### src/rtl/multi_axis_step_generator.sv
// -----------------------------------------------------------------------------
// multi_axis_step_generator
//
// Turns a stream of motion segments into NUM_AXES step/dir pin pairs. Each axis
// has a fractional phase accumulator. The accumulator advances by the segment's
// per-axis delta on every sample_tick, and its MSB is the step pin. A one-deep
// shadow register holds the next segment. When the active segment consumes its
// last tick, the shadow segment takes over on the same clock edge. This gives
// back-to-back segments with no idle tick and no phase discontinuity.
//
// Ports
//   clk          system clock, all logic on the rising edge
//   rst_n        asynchronous active-low reset
//   sample_tick  one-cycle strobe; advances motion by one sample
//   seg_valid    a segment is offered on seg_delta/seg_dir/seg_count
//   seg_ready    the offered segment is taken when seg_valid & seg_ready
//   seg_delta    unsigned per-axis phase increment; axis i at [i*ACCU_WIDTH +: ACCU_WIDTH]
//   seg_dir      per-axis direction of the offered segment
//   seg_count    number of sample ticks in the offered segment (0 = drop)
//   step_out     per-axis step pin (accumulator MSB)
//   dir_out      per-axis direction of the active segment
//   busy         high while a segment is active (RUN)
//   seg_done     one-cycle pulse after the last tick of a segment
// -----------------------------------------------------------------------------
module multi_axis_step_generator #(
  parameter int NUM_AXES    = 4,
  parameter int ACCU_WIDTH  = 32,
  parameter int COUNT_WIDTH = 32
) (
  input  logic                           clk,
  input  logic                           rst_n,
  input  logic                           sample_tick,
  input  logic                           seg_valid,
  output logic                           seg_ready,
  input  logic [NUM_AXES*ACCU_WIDTH-1:0] seg_delta,
  input  logic [NUM_AXES-1:0]            seg_dir,
  input  logic [COUNT_WIDTH-1:0]         seg_count,
  output logic [NUM_AXES-1:0]            step_out,
  output logic [NUM_AXES-1:0]            dir_out,
  output logic                           busy,
  output logic                           seg_done
);

  typedef enum logic {
    S_IDLE = 1'b0,
    S_RUN  = 1'b1
  } state_t;

  state_t                                r_state;
  logic                                  r_busy;
  logic                                  r_seg_done;
  logic [COUNT_WIDTH-1:0]                r_remaining;
  logic [NUM_AXES-1:0][ACCU_WIDTH-1:0]   r_acc;
  logic [NUM_AXES-1:0]                   r_dir;
  logic [NUM_AXES*ACCU_WIDTH-1:0]        r_delta;

  // Shadow (next) segment
  logic                                  r_shadow_valid;
  logic [NUM_AXES*ACCU_WIDTH-1:0]        r_shadow_delta;
  logic [NUM_AXES-1:0]                   r_shadow_dir;
  logic [COUNT_WIDTH-1:0]                r_shadow_count;

  logic                                  w_accept;
  logic                                  w_accept_live;
  logic                                  w_last_tick;
  logic                                  w_load_shadow;
  logic [NUM_AXES-1:0][ACCU_WIDTH-1:0]   w_acc_sum;

  // seg_ready depends only on registered state. There is no path from seg_valid.
  assign seg_ready     = ~r_shadow_valid;
  assign w_accept      = seg_valid & ~r_shadow_valid;
  // A zero-length segment is handshaken away without touching any state.
  assign w_accept_live = w_accept & (seg_count != '0);

  assign w_last_tick   = (r_state == S_RUN) & sample_tick &
                         (r_remaining == COUNT_WIDTH'(1));
  // The shadow drains either straight out of IDLE or on the last tick of the
  // active segment. The shadow is full in both cases, so seg_ready is low and no
  // new segment can be written in the same cycle.
  assign w_load_shadow = r_shadow_valid & ((r_state == S_IDLE) | w_last_tick);

  // Modulo-2^ACCU_WIDTH phase advance. The carry out is intentionally discarded.
  always_comb begin
    w_acc_sum = '0;
    for (int i = 0; i < NUM_AXES; i++) begin
      w_acc_sum[i] = r_acc[i] + r_delta[i*ACCU_WIDTH +: ACCU_WIDTH];
    end
  end

  always_comb begin
    step_out = '0;
    for (int i = 0; i < NUM_AXES; i++) begin
      step_out[i] = r_acc[i][ACCU_WIDTH-1];
    end
  end

  assign dir_out  = r_dir;
  assign busy     = r_busy;
  assign seg_done = r_seg_done;

  // ---- shadow register: control ----
  always_ff @(posedge clk or negedge rst_n) begin
    if (!rst_n) begin
      r_shadow_valid <= 1'b0;
    end else if (w_accept_live) begin
      r_shadow_valid <= 1'b1;
    end else if (w_load_shadow) begin
      r_shadow_valid <= 1'b0;
    end
  end

  // ---- shadow register: data (qualified by r_shadow_valid, no reset needed) ----
  always_ff @(posedge clk) begin
    if (w_accept_live) begin
      r_shadow_delta <= seg_delta;
      r_shadow_dir   <= seg_dir;
      r_shadow_count <= seg_count;
    end
  end

  // ---- active segment deltas (qualified by RUN) ----
  always_ff @(posedge clk) begin
    if (w_load_shadow) begin
      r_delta <= r_shadow_delta;
    end
  end

  // ---- segment sequencer ----
  always_ff @(posedge clk or negedge rst_n) begin
    if (!rst_n) begin
      r_state     <= S_IDLE;
      r_busy      <= 1'b0;
      r_seg_done  <= 1'b0;
      r_remaining <= '0;
      r_acc       <= '0;
      r_dir       <= '0;
    end else begin
      r_seg_done <= 1'b0;
      if (r_state == S_IDLE) begin
        // Start the shadow segment at once. A fresh segment starts from phase 0.
        if (r_shadow_valid) begin
          r_state     <= S_RUN;
          r_busy      <= 1'b1;
          r_remaining <= r_shadow_count;
          r_dir       <= r_shadow_dir;
          r_acc       <= '0;
        end
      end else if (sample_tick) begin
        if (r_remaining == COUNT_WIDTH'(1)) begin
          r_seg_done <= 1'b1;
          if (r_shadow_valid) begin
            // Zero-gap chaining. The last tick's phase is kept, so the next
            // segment continues the step train without a glitch.
            r_acc       <= w_acc_sum;
            r_remaining <= r_shadow_count;
            r_dir       <= r_shadow_dir;
          end else begin
            r_acc       <= '0;
            r_remaining <= '0;
            r_state     <= S_IDLE;
            r_busy      <= 1'b0;
          end
        end else begin
          r_acc       <= w_acc_sum;
          r_remaining <= r_remaining - COUNT_WIDTH'(1);
        end
      end
    end
  end

endmodule

### config.mk
export PLATFORM = sky130hd
export DESIGN_NAME = multi_axis_step_generator
export DESIGN_NICKNAME = d
export VERILOG_FILES = /design/src/rtl/multi_axis_step_generator.sv
export SDC_FILE = /design/constraint.sdc
export NUM_CORES = 1
export LEC_CHECK = 0
export ABC_AREA = 1
export CAP_MARGIN = 10
export CORE_MARGIN = 5
export CORE_UTILIZATION = 55
export CTS_BUF_LIST = sky130_fd_sc_hd__clkbuf_4 sky130_fd_sc_hd__clkbuf_8
export DETAILED_ROUTE_END_ITERATION = 8
export GPL_TIMING_DRIVEN = 0
export HOLD_SLACK_MARGIN = 0.12
export PLACE_DENSITY = 0.77
export SKIP_CTS_REPAIR_TIMING = 1
export SYNTH_ARGS = -nofsm -noshare
export SYNTH_HDL_FRONTEND = slang
export SYNTH_SLANG_ARGS = --single-unit
### constraint.sdc
create_clock -name clk -period 6.4 [get_ports clk]
set_input_delay 1.28 -clock clk [delete_from_list [all_inputs] [get_ports clk]]
set_output_delay 1.28 -clock clk [all_outputs]
set_load 0.02 [all_outputs]
==> results by group <==
Setup path
  – R2R Setup Slk: between 3000 and 4000 ps
  – FF-to-FF path depth: 10
  – WP data arrival: 2020 ps
  – Worst-path maximum fanout: 7
  – RR Startpoint: r_remaining[22]
  – Crit. End Element: output port
  – Startpoint Class: flip-flop
  – Worst path required time: slightly above 5000 ps
  – Critical path type: reg2out
  – Reg-to-reg endpoint: r_delta[70]

STA
  – Final Setup Violations: 0
  – Clock Skews: between 40 and 50 ps
  – Max_slew headroom: 0.445
  – Worst Max-Slew Pin Slew: 833 ps
  – Final Max Slew Viols: 0
  – FMAX: around 0.30 GHz
  – Hold Slack: between 400 and 500 ps
  – Tcrit/Tclk final: 0.516
  – Setup WS post-layout: 3100 ps
  – Setup_tns: 0 ps
  – RSZ-0062 raised after global routing: false
  – Final hold vios: 0
  – Tmin final: about 3300 ps

Clock network
  – Clock sinks: 460
  – Root Driver: clkbuf_8
  – CTS max path bufs: 3
  – CTS Buf Count: approximately 80
  – H-tree depth: 3
  – CTS tree: done
  – Clock transition at path regs: approximately 70 ps
  – Worst-skew pair later-pin latency: about 670 ps

Flow run
  – Max_cap viols: 0

Place
  – Place WS: between 2000 and 3000 ps
  – Placer Congestion: 0.967
  – Detailed-placement wirelength estimate: about 47 mm
  – Port buffer count: 178
  – DP Area: around 28000 µm²
  – Total placed cells including tap cells: approximately 4100

Synth
  – Largest family of logic cells by synthesized area: simple AND/OR/NAND/NOR gates
  – Post-Syn Nets: between 3000 and 4000
  – Xor/xnor share of the synthesized area: 0.0186
  – Mux cell area share after synthesis: 0
  – Synth Area in Adders: 0.0641
  – Post-synthesis compound-gate area fraction: 0.0374
  – Post-synthesis sequential area ratio: 0.502
  – Ys async rst share: 0.365
  – Mapped cell area: approximately 26000 µm²
  – Warnings, synthesis: 0
  – Synthesis-stage register bit count: 460
  – Synth Area in Simple Gates: 0.290
  – Top FF cell, synth: edfxtp_1
  – EDFF count, synth: 292
  – Avg Synthesized Cell Area: ~7.9 µm²
  – Synth Instances: between 3000 and 4000
  – Count of different cell masters after synthesis: 36

Pwr
  – Pwr Density: around 380 nW/µm²
  – P_int: ~6.9 mW
  – Comb pwr share: 0.418
  – Part of the power in registers: 0.347
  – Switching Fraction: 0.393
  – Final Power: roughly 11 mW
  – Sw Pwr: 4.46 mW
  – Clock power frac: 0.236
  – Leak: approximately 15 nW
  – Worst vdd ir: about 0.00025 V

Hold path
  – Hold path start: r_shadow_delta[114]
  – Hold WC Path Type: reg2reg
  – Hold Crit Depth: 0
  – WHS Endpoint: r_delta[114]

Final layout
  – Most frequent cells in the layout: 1333 x nand2_1, 519 x inv_1, 295 x nor2_1
  – Footprint of the multi-input gates: ~11000 µm²
  – Layout Nets: ~3800
  – FF/Latch Area: approximately 13000 µm²
  – Most common cell after layout, fill and taps aside: nand2_1
  – Cell area after layout: 30100 µm²
  – Layout area overhead: 16.4%
  – Layout cells sized above 1: 0.0556
  – Post-Layout Cell Count: about 4200
  – Fill cells: roughly 4000
  – Final design utilization: 0.646

Floorplan
  – Die Wd: 227 µm
  – FP Rows: 79
  – I/O pin cnt: 179
  – Die Area: around 51000 µm²
  – Die Ht: ~230 µm
  – Core area: ~47000 µm²
  – Initial Util: 0.555

Routing
  – Routed wire length: ~63 mm
  – Remaining DRCs: 0
  – Vias/cell: between 4 and 5
  – Avg WL per Cell: roughly 15 µm
  – Via count: between 20000 and 25000
  – 1st-iter DRT viols: about 1400
  – DRT antenna net count: 0
  – TritonRoute pass-1 iters: 5

Global route
  – Number of global-route vias before repair: approximately 20000
  – Grt ovf: 0
  – Initial antenna violation count: 3
  – All-layer global routing usage: 0.247
  – First-pass GRT wire length: just over 100 mm
  – Largest net degree at the start of global routing: between 100 and 150

Outcome
  – Run status: completed
-- critical path, cell delays in order (launching register included) --
cell and delay (ps):
dfrtp_1 480, inv_1 250, clkdlybuf4s50_1 660
-- flip-flops by register name, indices dropped and copies added, names as in the netlist --
signal / count
r_delta: 128
r_shadow_delta: 128
r_acc: 124
r_remaining: 32
r_shadow_count: 32
dir_out: 4
r_shadow_dir: 4
step_out: 4
busy: 1
r_shadow_valid: 1
r_state: 1
seg_done: 1
-- how the worst max path moves through the flow --
| stage | start | to | slack (ps) | cells after the start |
|---|---|---|---|---|
| 2_1_floorplan | seg_count[27] | r_shadow_count[0] | 1170 | 6 |
| 3_3_place_gp | rst_n | r_acc[27] | -3880 | 1 |
| 3_5_place_dp | seg_count[0] | r_shadow_delta[88] | 2750 | 8 |
| 4_1_cts | r_shadow_valid | seg_ready | 3050 | 2 |
| 5_1_grt | r_shadow_valid | seg_ready | 3010 | 2 |
| 6_report | r_shadow_valid | seg_ready | 3100 | 2 |
-- power groups by stage --
stage / clock network (mW) / registers (mW) / logic (mW)
detailed placement: 0 / 3.98 / 4.68
CTS: 2.75 / 3.93 / 4.71
finish: 2.68 / 3.93 / 4.74
global placement: 0 / 3.97 / 4.59
global route: 2.88 / 3.98 / 5.47
floorplan: 0 / 3.91 / 3.59
-- cells by family after synthesis --
group | count (synthesis)
buf+inv | 566
compound gates | 183
flops | 460
xor+xnor | 55
simple gates | 1878
fa+ha+maj | 130
-- cells in the mapped netlist, types with 2 or more instances --
cell type,count,share of area
nand3b_1,21,0.0061
nand2b_1,4,0.00097
nand2_1,1333,0.19
nor2_1,295,0.043
xor2_1,15,0.0051
edfxtp_1,292,0.34
inv_1,521,0.076
nor2_2,7,0.0017
clkbuf_1,3,0.00044
ha_1,126,0.061
o21ai_0,44,0.0085
o21bai_1,13,0.0038
buf_2,18,0.0035
nor4_1,8,0.0019
fa_1,4,0.0031
buf_6,12,0.0052
buf_4,7,0.0020
o21ai_1,13,0.0025
a21oi_1,103,0.020
o22ai_1,5,0.0012
inv_2,2,0.00029
nand3_1,171,0.033
nand2_2,7,0.0017
dfrtp_1,168,0.16
nand2_4,2,0.00087
a21o_1,4,0.0012
nor2_4,4,0.0017
xnor2_1,40,0.014
nand4_1,8,0.0019
nor3_1,16,0.0031
-- layer usage --
| metal | vias to the layer above | wire length [µm] | part of all wire | track usage |
|---|---|---|---|---|
| li1 | 10800 | - | - | - |
| met1 | 9421 | 28100 | 0.45 | 0.332 |
| met2 | 552 | 29300 | 0.47 | 0.410 |
| met3 | 103 | 4230 | 0.067 | 0.0550 |
| met4 | 6 | 1330 | 0.021 | 0.0625 |
| met5 | - | 41 | 0.00065 | 0 |
-- layout make-up --
cell class,instances,share of cell area
diodes,1,0.0000832
multi-input cells,2246,0.352
inverters,523,0.0657
flip-flops and latches,460,0.431
clock buffers,113,0.0457
well taps,607,0.0252
repair buffers,181,0.0621
clock inverters,29,0.00732
plain buffers,43,0.0104
(Power assumes the default switching activity.)
